--- config.mk ---
export PLATFORM = sky130hd
export DESIGN_NAME = demux1x4_router
export DESIGN_NICKNAME = d
export VERILOG_FILES = /design/src/rtl/demux1x4_router.sv
export SDC_FILE = /design/constraint.sdc
export NUM_CORES = 1
export LEC_CHECK = 0
export ABC_AREA = 1
export CAP_MARGIN = 20
export CORE_MARGIN = 2
export CORE_UTILIZATION = 51
export CTS_CLUSTER_SIZE = 25
export DETAILED_ROUTE_END_ITERATION = 10
export HOLD_SLACK_MARGIN = 0.02
export PLACE_DENSITY = 0.79
export SYNTH_ARGS = -nofsm -noshare
export SYNTH_HDL_FRONTEND = slang
export SYNTH_SLANG_ARGS = --single-unit
--- constraint.sdc ---
create_clock -name clk -period 1.8 [get_ports clk]
set_input_delay 0.54 -clock clk [delete_from_list [all_inputs] [get_ports clk]]
set_output_delay 0.54 -clock clk [all_outputs]
set_load 0.02 [all_outputs]
--- src/rtl/demux1x4_router.sv ---
// rtl/demux1x4_router.sv - registered 1-to-4 stream demultiplexer with per-channel FIFOs
module demux1x4_router #(
  parameter int WIDTH = 8,
  parameter int DEPTH = 2
) (
  input  logic                              clk,
  input  logic                              rst_n,
  input  logic                              in_valid,
  output logic                              in_ready,
  input  logic [WIDTH-1:0]                  in_data,
  input  logic [1:0]                        in_sel,
  output logic [3:0]                        out_valid,
  input  logic [3:0]                        out_ready,
  output logic [4*WIDTH-1:0]                out_data,
  output logic [4*($clog2(DEPTH)+1)-1:0]    level
);

  localparam int AW = $clog2(DEPTH);
  localparam int LW = AW + 1;
  localparam logic [LW-1:0] FULL = LW'(DEPTH);

  logic [WIDTH-1:0] mem_q    [4][DEPTH];
  logic [AW-1:0]    rd_ptr_q [4];
  logic [AW-1:0]    rd_ptr_d [4];
  logic [AW-1:0]    wr_ptr_q [4];
  logic [AW-1:0]    wr_ptr_d [4];
  logic [LW-1:0]    level_q  [4];
  logic [LW-1:0]    level_d  [4];
  logic [3:0]       push;
  logic [3:0]       pop;

  // Readiness depends only on the addressed channel's stored level, never on out_ready.
  assign in_ready = (level_q[in_sel] != FULL);

  always_comb begin
    for (int k = 0; k < 4; k++) begin
      push[k]     = in_valid && in_ready && (in_sel == 2'(k));
      pop[k]      = out_valid[k] && out_ready[k];
      rd_ptr_d[k] = rd_ptr_q[k] + (pop[k]  ? AW'(1) : AW'(0));
      wr_ptr_d[k] = wr_ptr_q[k] + (push[k] ? AW'(1) : AW'(0));
      level_d[k]  = level_q[k];
      if (push[k] && !pop[k]) begin
        level_d[k] = level_q[k] + LW'(1);
      end else if (!push[k] && pop[k]) begin
        level_d[k] = level_q[k] - LW'(1);
      end
    end
  end

  always_ff @(posedge clk or negedge rst_n) begin
    if (!rst_n) begin
      for (int k = 0; k < 4; k++) begin
        rd_ptr_q[k] <= '0;
        wr_ptr_q[k] <= '0;
        level_q[k]  <= '0;
      end
    end else begin
      for (int k = 0; k < 4; k++) begin
        rd_ptr_q[k] <= rd_ptr_d[k];
        wr_ptr_q[k] <= wr_ptr_d[k];
        level_q[k]  <= level_d[k];
      end
    end
  end

  // Word storage carries no reset; emptiness is tracked solely by level_q.
  always_ff @(posedge clk) begin
    for (int k = 0; k < 4; k++) begin
      if (push[k]) begin
        mem_q[k][wr_ptr_q[k]] <= in_data;
      end
    end
  end

  for (genvar k = 0; k < 4; k++) begin : g_out
    assign out_valid[k]                = (level_q[k] != '0);
    assign out_data[k*WIDTH +: WIDTH]  = mem_q[k][rd_ptr_q[k]];
    assign level[k*LW +: LW]           = level_q[k];
  end

endmodule

==> metrics.txt, run 1 <==
critical path's most frequent cell=buf_6; via/cell ratio=4.81; fin nets=380; # diodes=0; status=finished with violations; worst slew pin tran=0.464 ns; Final TNS setup=-0.772 ns; post-route ant nets=0; H-tree Lvls=3; largest stage delay on the critical path=0.41 ns; die height=83.9 um; Port Buffers=just over 60; violated checks=negative setup slack; worst r2r src=level[1]; number of cell rows=29; most frequent cell after synthesis=nand2_1; final setup fails=8; initial antenna violation count=0; clock latency at the later pin of the worst-skew pair=roughly 0.34 ns; largest net degree at the start of global routing=17; vias in the first global route=2057; Die X=83.9 um; CP delay by family, top=flip-flops; post-DP HPWL=4.34 mm; f_max=519 MHz; fin. max-slew vios=0; CP Data Required Time=1.26 ns; final worst-path cycle share=107%; Seq cells post-synth=80; Area Overhead vs Synth=33.9%; element type at the critical path end=primary output; clk slew on worst S/H paths=0.07 ns; DIE AREA=7040 sq um; CP cell instances=buf_6, buf_6, mux2_4, buf_6; RSZ-0062 raised after global routing=yes; power per cell area=1520 nW/um^2; Inserted Clock Buffers=9; CP max FO=2; drt pass-1 iters=4; slack of the critical path=-0.127 ns; FF-to-FF End=level[7]; clk buf depth=2; Worst setup SP type=register; detailed-route wire length per cell=14.8 um; maxcap violations=0; area fraction of the dominant cell type after synthesis=59.0%; Worst path slowest cell=dfrtp_2; share of cells above drive strength 1=a little under two fifths; Post-synth top cells=nand2_1, edfxtp_1, inv_1; Slew HR=about 69%; HP Class=in -> async; post-layout util=~70%; worst vdd ir=between 0.001 and 0.0015 V; root buf cell=clkbuf_8; Stages on worst setup path=4; total track usage=19.5%; io pins=62; Worst Path Arrival=1.39 ns; Leakage=between 1.5 and 2 nW; Starting DRT DRC Count=114; Post-Synthesis Cells=253; Synth area leader=edfxtp_1; Initial Utilization=roughly half; Overflow after GRT=0; number of enable flip-flop cells after synthesis=64; Placeable Area=6280 sq um; synthesized area=~3300 sq um; number of synthesis warnings=0; final hold violation count=0; via count=roughly 2100; Synth area leaders=edfxtp_1, dfrtp_1, nand2_1, ha_1, mux2_2; Syn Area/Cell=12.9 sq um; clk_skew=just over 0.007 ns; fin crit period=1.93 ns; library cells used by synthesis=20; ys async rst share=between 20% and 30%; r2r setup slk=0.10 ns; clk sinks=80; CTS tree=built; Reg2Reg Depth=11; DRC viols=0; top_reg_cell synth=edfxtp_1; first-pass GRT wire length=10.1 mm; Final Wtd Congestion=slightly above 0.8; share of the yosys chip area belonging to registers=a little under three quarters; Synth Net Count=282; critical path class=reg -> out; WL final=6.40 mm; Critical path buffers and inverters=3
## stage by stage
step | instances | cell area, sq um | worst slack [ns] | hold slack (ns) | total power [mW]
detailed placement | 413 | 4250 | -0.885 | 0.604 | 5.60
floorplan | 253 | 3380 | -0.131 | 0.244 | 4.10
global route | 433 | 4360 | -0.165 | 0.550 | 7.05
global placement | 413 | 4250 | -0.838 | 0.588 | 5.53
finish | 433 | 4360 | -0.127 | 0.514 | 6.65
CTS | 434 | 4350 | -0.182 | 0.509 | 6.63
## registers in the layout (all words and copies together) (netlist names)
name	count
mem_q	64
level	8
rd_ptr_q	4
wr_ptr_q	4
## worst max-delay path by stage
stage                      from           end  slack (ns)
detailed placement    in_sel[1]      in_ready       -0.89
global placement      in_sel[1]      in_ready       -0.84
floorplan             in_sel[0]      level[3]       -0.13
finish              rd_ptr_q[1]  out_data[23]       -0.13
CTS                 rd_ptr_q[1]  out_data[17]       -0.18
global route        rd_ptr_q[1]  out_data[23]       -0.17
## what timing repair did
item	4_1_cts	5_1_grt
endpoints found under the setup margin	121	20
gates resized for setup	191	22
hold buffers	0	0
pin swaps	9	11
endpoints found under the hold margin	0	0
setup buffers	5	1
## layout make-up
cell class / instances / area, sq um
fillers: 441 / 1910
clock inverters: 4 / 46.3
multi-input cells: 146 / 957
flip-flops and latches: 80 / 2320
inverters: 22 / 92.6
well taps: 77 / 96.3
clock buffers: 12 / 135
repair buffers: 92 / 713
## power breakdown
group	internal, mW	switching (mW)	leakage, nW	total [mW]
clock	0.636	0.577	0.0880	1.21
combinational	1.30	1.67	1.01	2.97
sequential	2.30	0.164	0.765	2.46
## per-layer routing
layer  vias to the layer above  global-route usage (%)  wire length, um
li1                       1031                       -                -
met1                       969                    23.9             2520
met2                        74                    31.7             3280
met3                        10                    5.04              449
met4                         0                    10.7              145
met5                         -                       0                0
## logic make-up after synthesis
family	after synthesis	synth area share, %
and+or+nand+nor	106	13.3
DFF	80	71.3
buffers and inverters	27	3.57
xor gates and xnor gates	12	3.23
adders and majority gates	12	4.61
AOI/OAI and AO/OA	8	1.23
muxes	8	2.77
## placed cells by master, fill, tap and decap left out, types with 7 or more instances in the layout
master	netlist	routed
dfrtp_1	16	15
buf_4	0	31
nand2_1	94	90
clkdlybuf4s50_1	0	14
ha_2	0	8
buf_6	1	12
inv_1	17	15
clkbuf_8	0	9
xor2_1	7	7
edfxtp_1	64	64
buf_2	4	27
No activity file was read; power rests on OpenSTA's default activity.
==> inputs of run 2 (changes only) <==
CELL_PAD_IN_SITES_DETAIL_PLACEMENT = 1   (was default)
CELL_PAD_IN_SITES_GLOBAL_PLACEMENT = 1   (was default)
CORE_UTILIZATION = 41   (was 51)
PLACE_DENSITY = default   (was 0.79)
PLACE_DENSITY_LB_ADDON = 0.1   (was default)
clock period = 1.9 ns   (was 1.8 ns; I/O delays follow)
==> metrics.txt, run 2 (synthesized netlist as in run 1, its figures left out) <==
f_max=520 MHz; final setup fails=5 (-3); HP Class=in -> async; largest net degree at the start of global routing=17 (unchanged); post-layout util=57.7% (-12 points); Area Overhead vs Synth=36.9%; final worst-path cycle share=101%; Final TNS setup=-0.0750 ns (+0.697 ns); fin crit period=1.92 ns; io pins=62 (unchanged); Starting DRT DRC Count=66 (-42%); Final Wtd Congestion=0.690 (-16%); critical path class=reg -> out; total track usage=17.2% (-2.3 points); maxcap violations=0 (unchanged); max reg flops=64 (unchanged); # diodes=0 (unchanged); post-route ant nets=0 (unchanged); first-pass GRT wire length=11.0 mm (+8.8%); clk buf depth=2 (unchanged); die height=93.1 um (+11%); Leakage=1.88 nW (+0.72%); Slew HR=78.0% (+9.1 points); root buf cell=clkbuf_8; DRC viols=0 (unchanged); commonest non-fill, non-tap cell in the layout=nand2_1; CTS tree=built; power per cell area=1460 nW/um^2 (-4.1%); violated checks=negative setup slack; Placeable Area=7730 sq um (+23%); RSZ-0062 raised after global routing=yes; WL final=7.03 mm (+9.9%); fin. max-slew vios=0 (unchanged); clock latency at the later pin of the worst-skew pair=0.34 ns (about the same); via count=2084 (unchanged); detailed-route wire length per cell=15.6 um (+5.3%); commonest non-fill, non-tap cells in the layout=nand2_1, edfxtp_1, buf_2; via/cell ratio=4.61 (-4.2%); vias in the first global route=2252 (+9.5%); fillers=808 (+83%); number of cell rows=32 (+10%); Worst setup SP type=register; Die X=93.1 um (+11%); worst slew pin tran=0.328 ns (-0.136 ns); drt pass-1 iters=4 (unchanged); fin nets=374 (-1.6%); clk sinks=80 (unchanged); CP max FO=5 (+3); post-DP HPWL=4.95 mm (+14%); placed insts=430 (+4.1%); slack of the critical path=-0.0244 ns (+0.102 ns); Worst Path Arrival=1.35 ns (-0.04 ns); CP Data Required Time=1.33 ns (+0.07 ns); clk_skew=0.00878 ns (+0.00155 ns); share of cells above drive strength 1=35.1% (-1.7 points); initial antenna violation count=0 (unchanged); Overflow after GRT=0 (unchanged); Port Buffers=61 (unchanged); dpl cell area=4220 sq um (-0.68%); worst vdd ir=0.000681 V (-32%); clk slew on worst S/H paths=0.08 ns (about the same); Inserted Clock Buffers=9 (unchanged); status=finished with violations; fin area=4460 sq um (+2.2%); H-tree Lvls=3 (unchanged); Non-Filler Instances=452 (+4.4%); Initial Utilization=42.2% (-9.7 points); final hold violation count=0 (unchanged); element type at the critical path end=primary output; DIE AREA=8680 sq um (+23%); r2r setup slk=0.09 ns (about the same)
==> run 2: changes by cell type in the layout (fill, tap and decap cells not counted), sizes merged <==
cell	before	now
buf	70	55
clkinv	5	3
bufinv	1	2
clkbuf	13	16
dlygate4sd2	6	9
inv	19	23
==> run 2: final timing paths <==
check	startpoint	to	depth (start not counted)
max in group asynchronous	rst_n	rd_ptr_q[1]	2
worst min register to register	level[0]	level[0]	1
min in group clk	level[0]	level[0]	1
worst min-delay path	rst_n	level[0]	2
worst max-delay path	rd_ptr_q[1]	out_data[23]	3
worst max register to register	level[5]	level[5]	12
==> run 2: report_power, final <==
part           total [mW]  leakage, nW  internal, mW  switching [mW]
sequential           2.38        0.764          2.18           0.204
combinational        2.74         1.00          1.16            1.57
clock                1.40        0.112         0.756           0.639
total                6.51         1.88          4.09            2.42
==> run 2: repair_timing <==
action / 4_1_cts / 5_1_grt
pin swaps: 10 / 11
buffers inserted: 4 / 2
gates cloned: 0 / 0
setup endpoints to repair: 121 / 89
gates resized for setup: 153 / 49
hold buffers: 0 / 0
==> run 2: layout make-up <==
cell class                 count  area (sq um)  share of cell area (%)
sequential                    80          2320                    52.1
inverter                      22           100                    2.24
multi-input combinational    146           980                    22.0
timing repair buffer          86           702                    15.7
clock buffer                   9           124                    2.78
tap                          102           128                    2.86
clock inverter                 7           101                    2.27
==> run 2: stage by stage <==
stage | power (mW) | setup WS, ns | hold WS (ns)
2_1_floorplan | 3.88 | -0.0614 | 0.274
3_3_place_gp | 5.16 | -0.782 | 0.546
3_5_place_dp | 5.25 | -0.818 | 0.573
4_1_cts | 6.60 | -0.0475 | 0.542
5_1_grt | 6.90 | -0.0735 | 0.557
6_report | 6.51 | -0.0244 | 0.545
==> run 2: routing by layer <==
metal / up-vias / wire, um / track usage [%]
li1: 1021 / - / -
met1: 1006 / 2950 / 20.9
met2: 48 / 3710 / 30.3
met3: 9 / 263 / 3.55
met4: 0 / 105 / 6.25
met5: - / 0 / 0
==> run 2: worst max-delay path, cell delays in order, from the launching register on <==
cell and delay (ns):
dfrtp_2 0.43, buf_6 0.14, mux2_4 0.31, buf_6 0.13
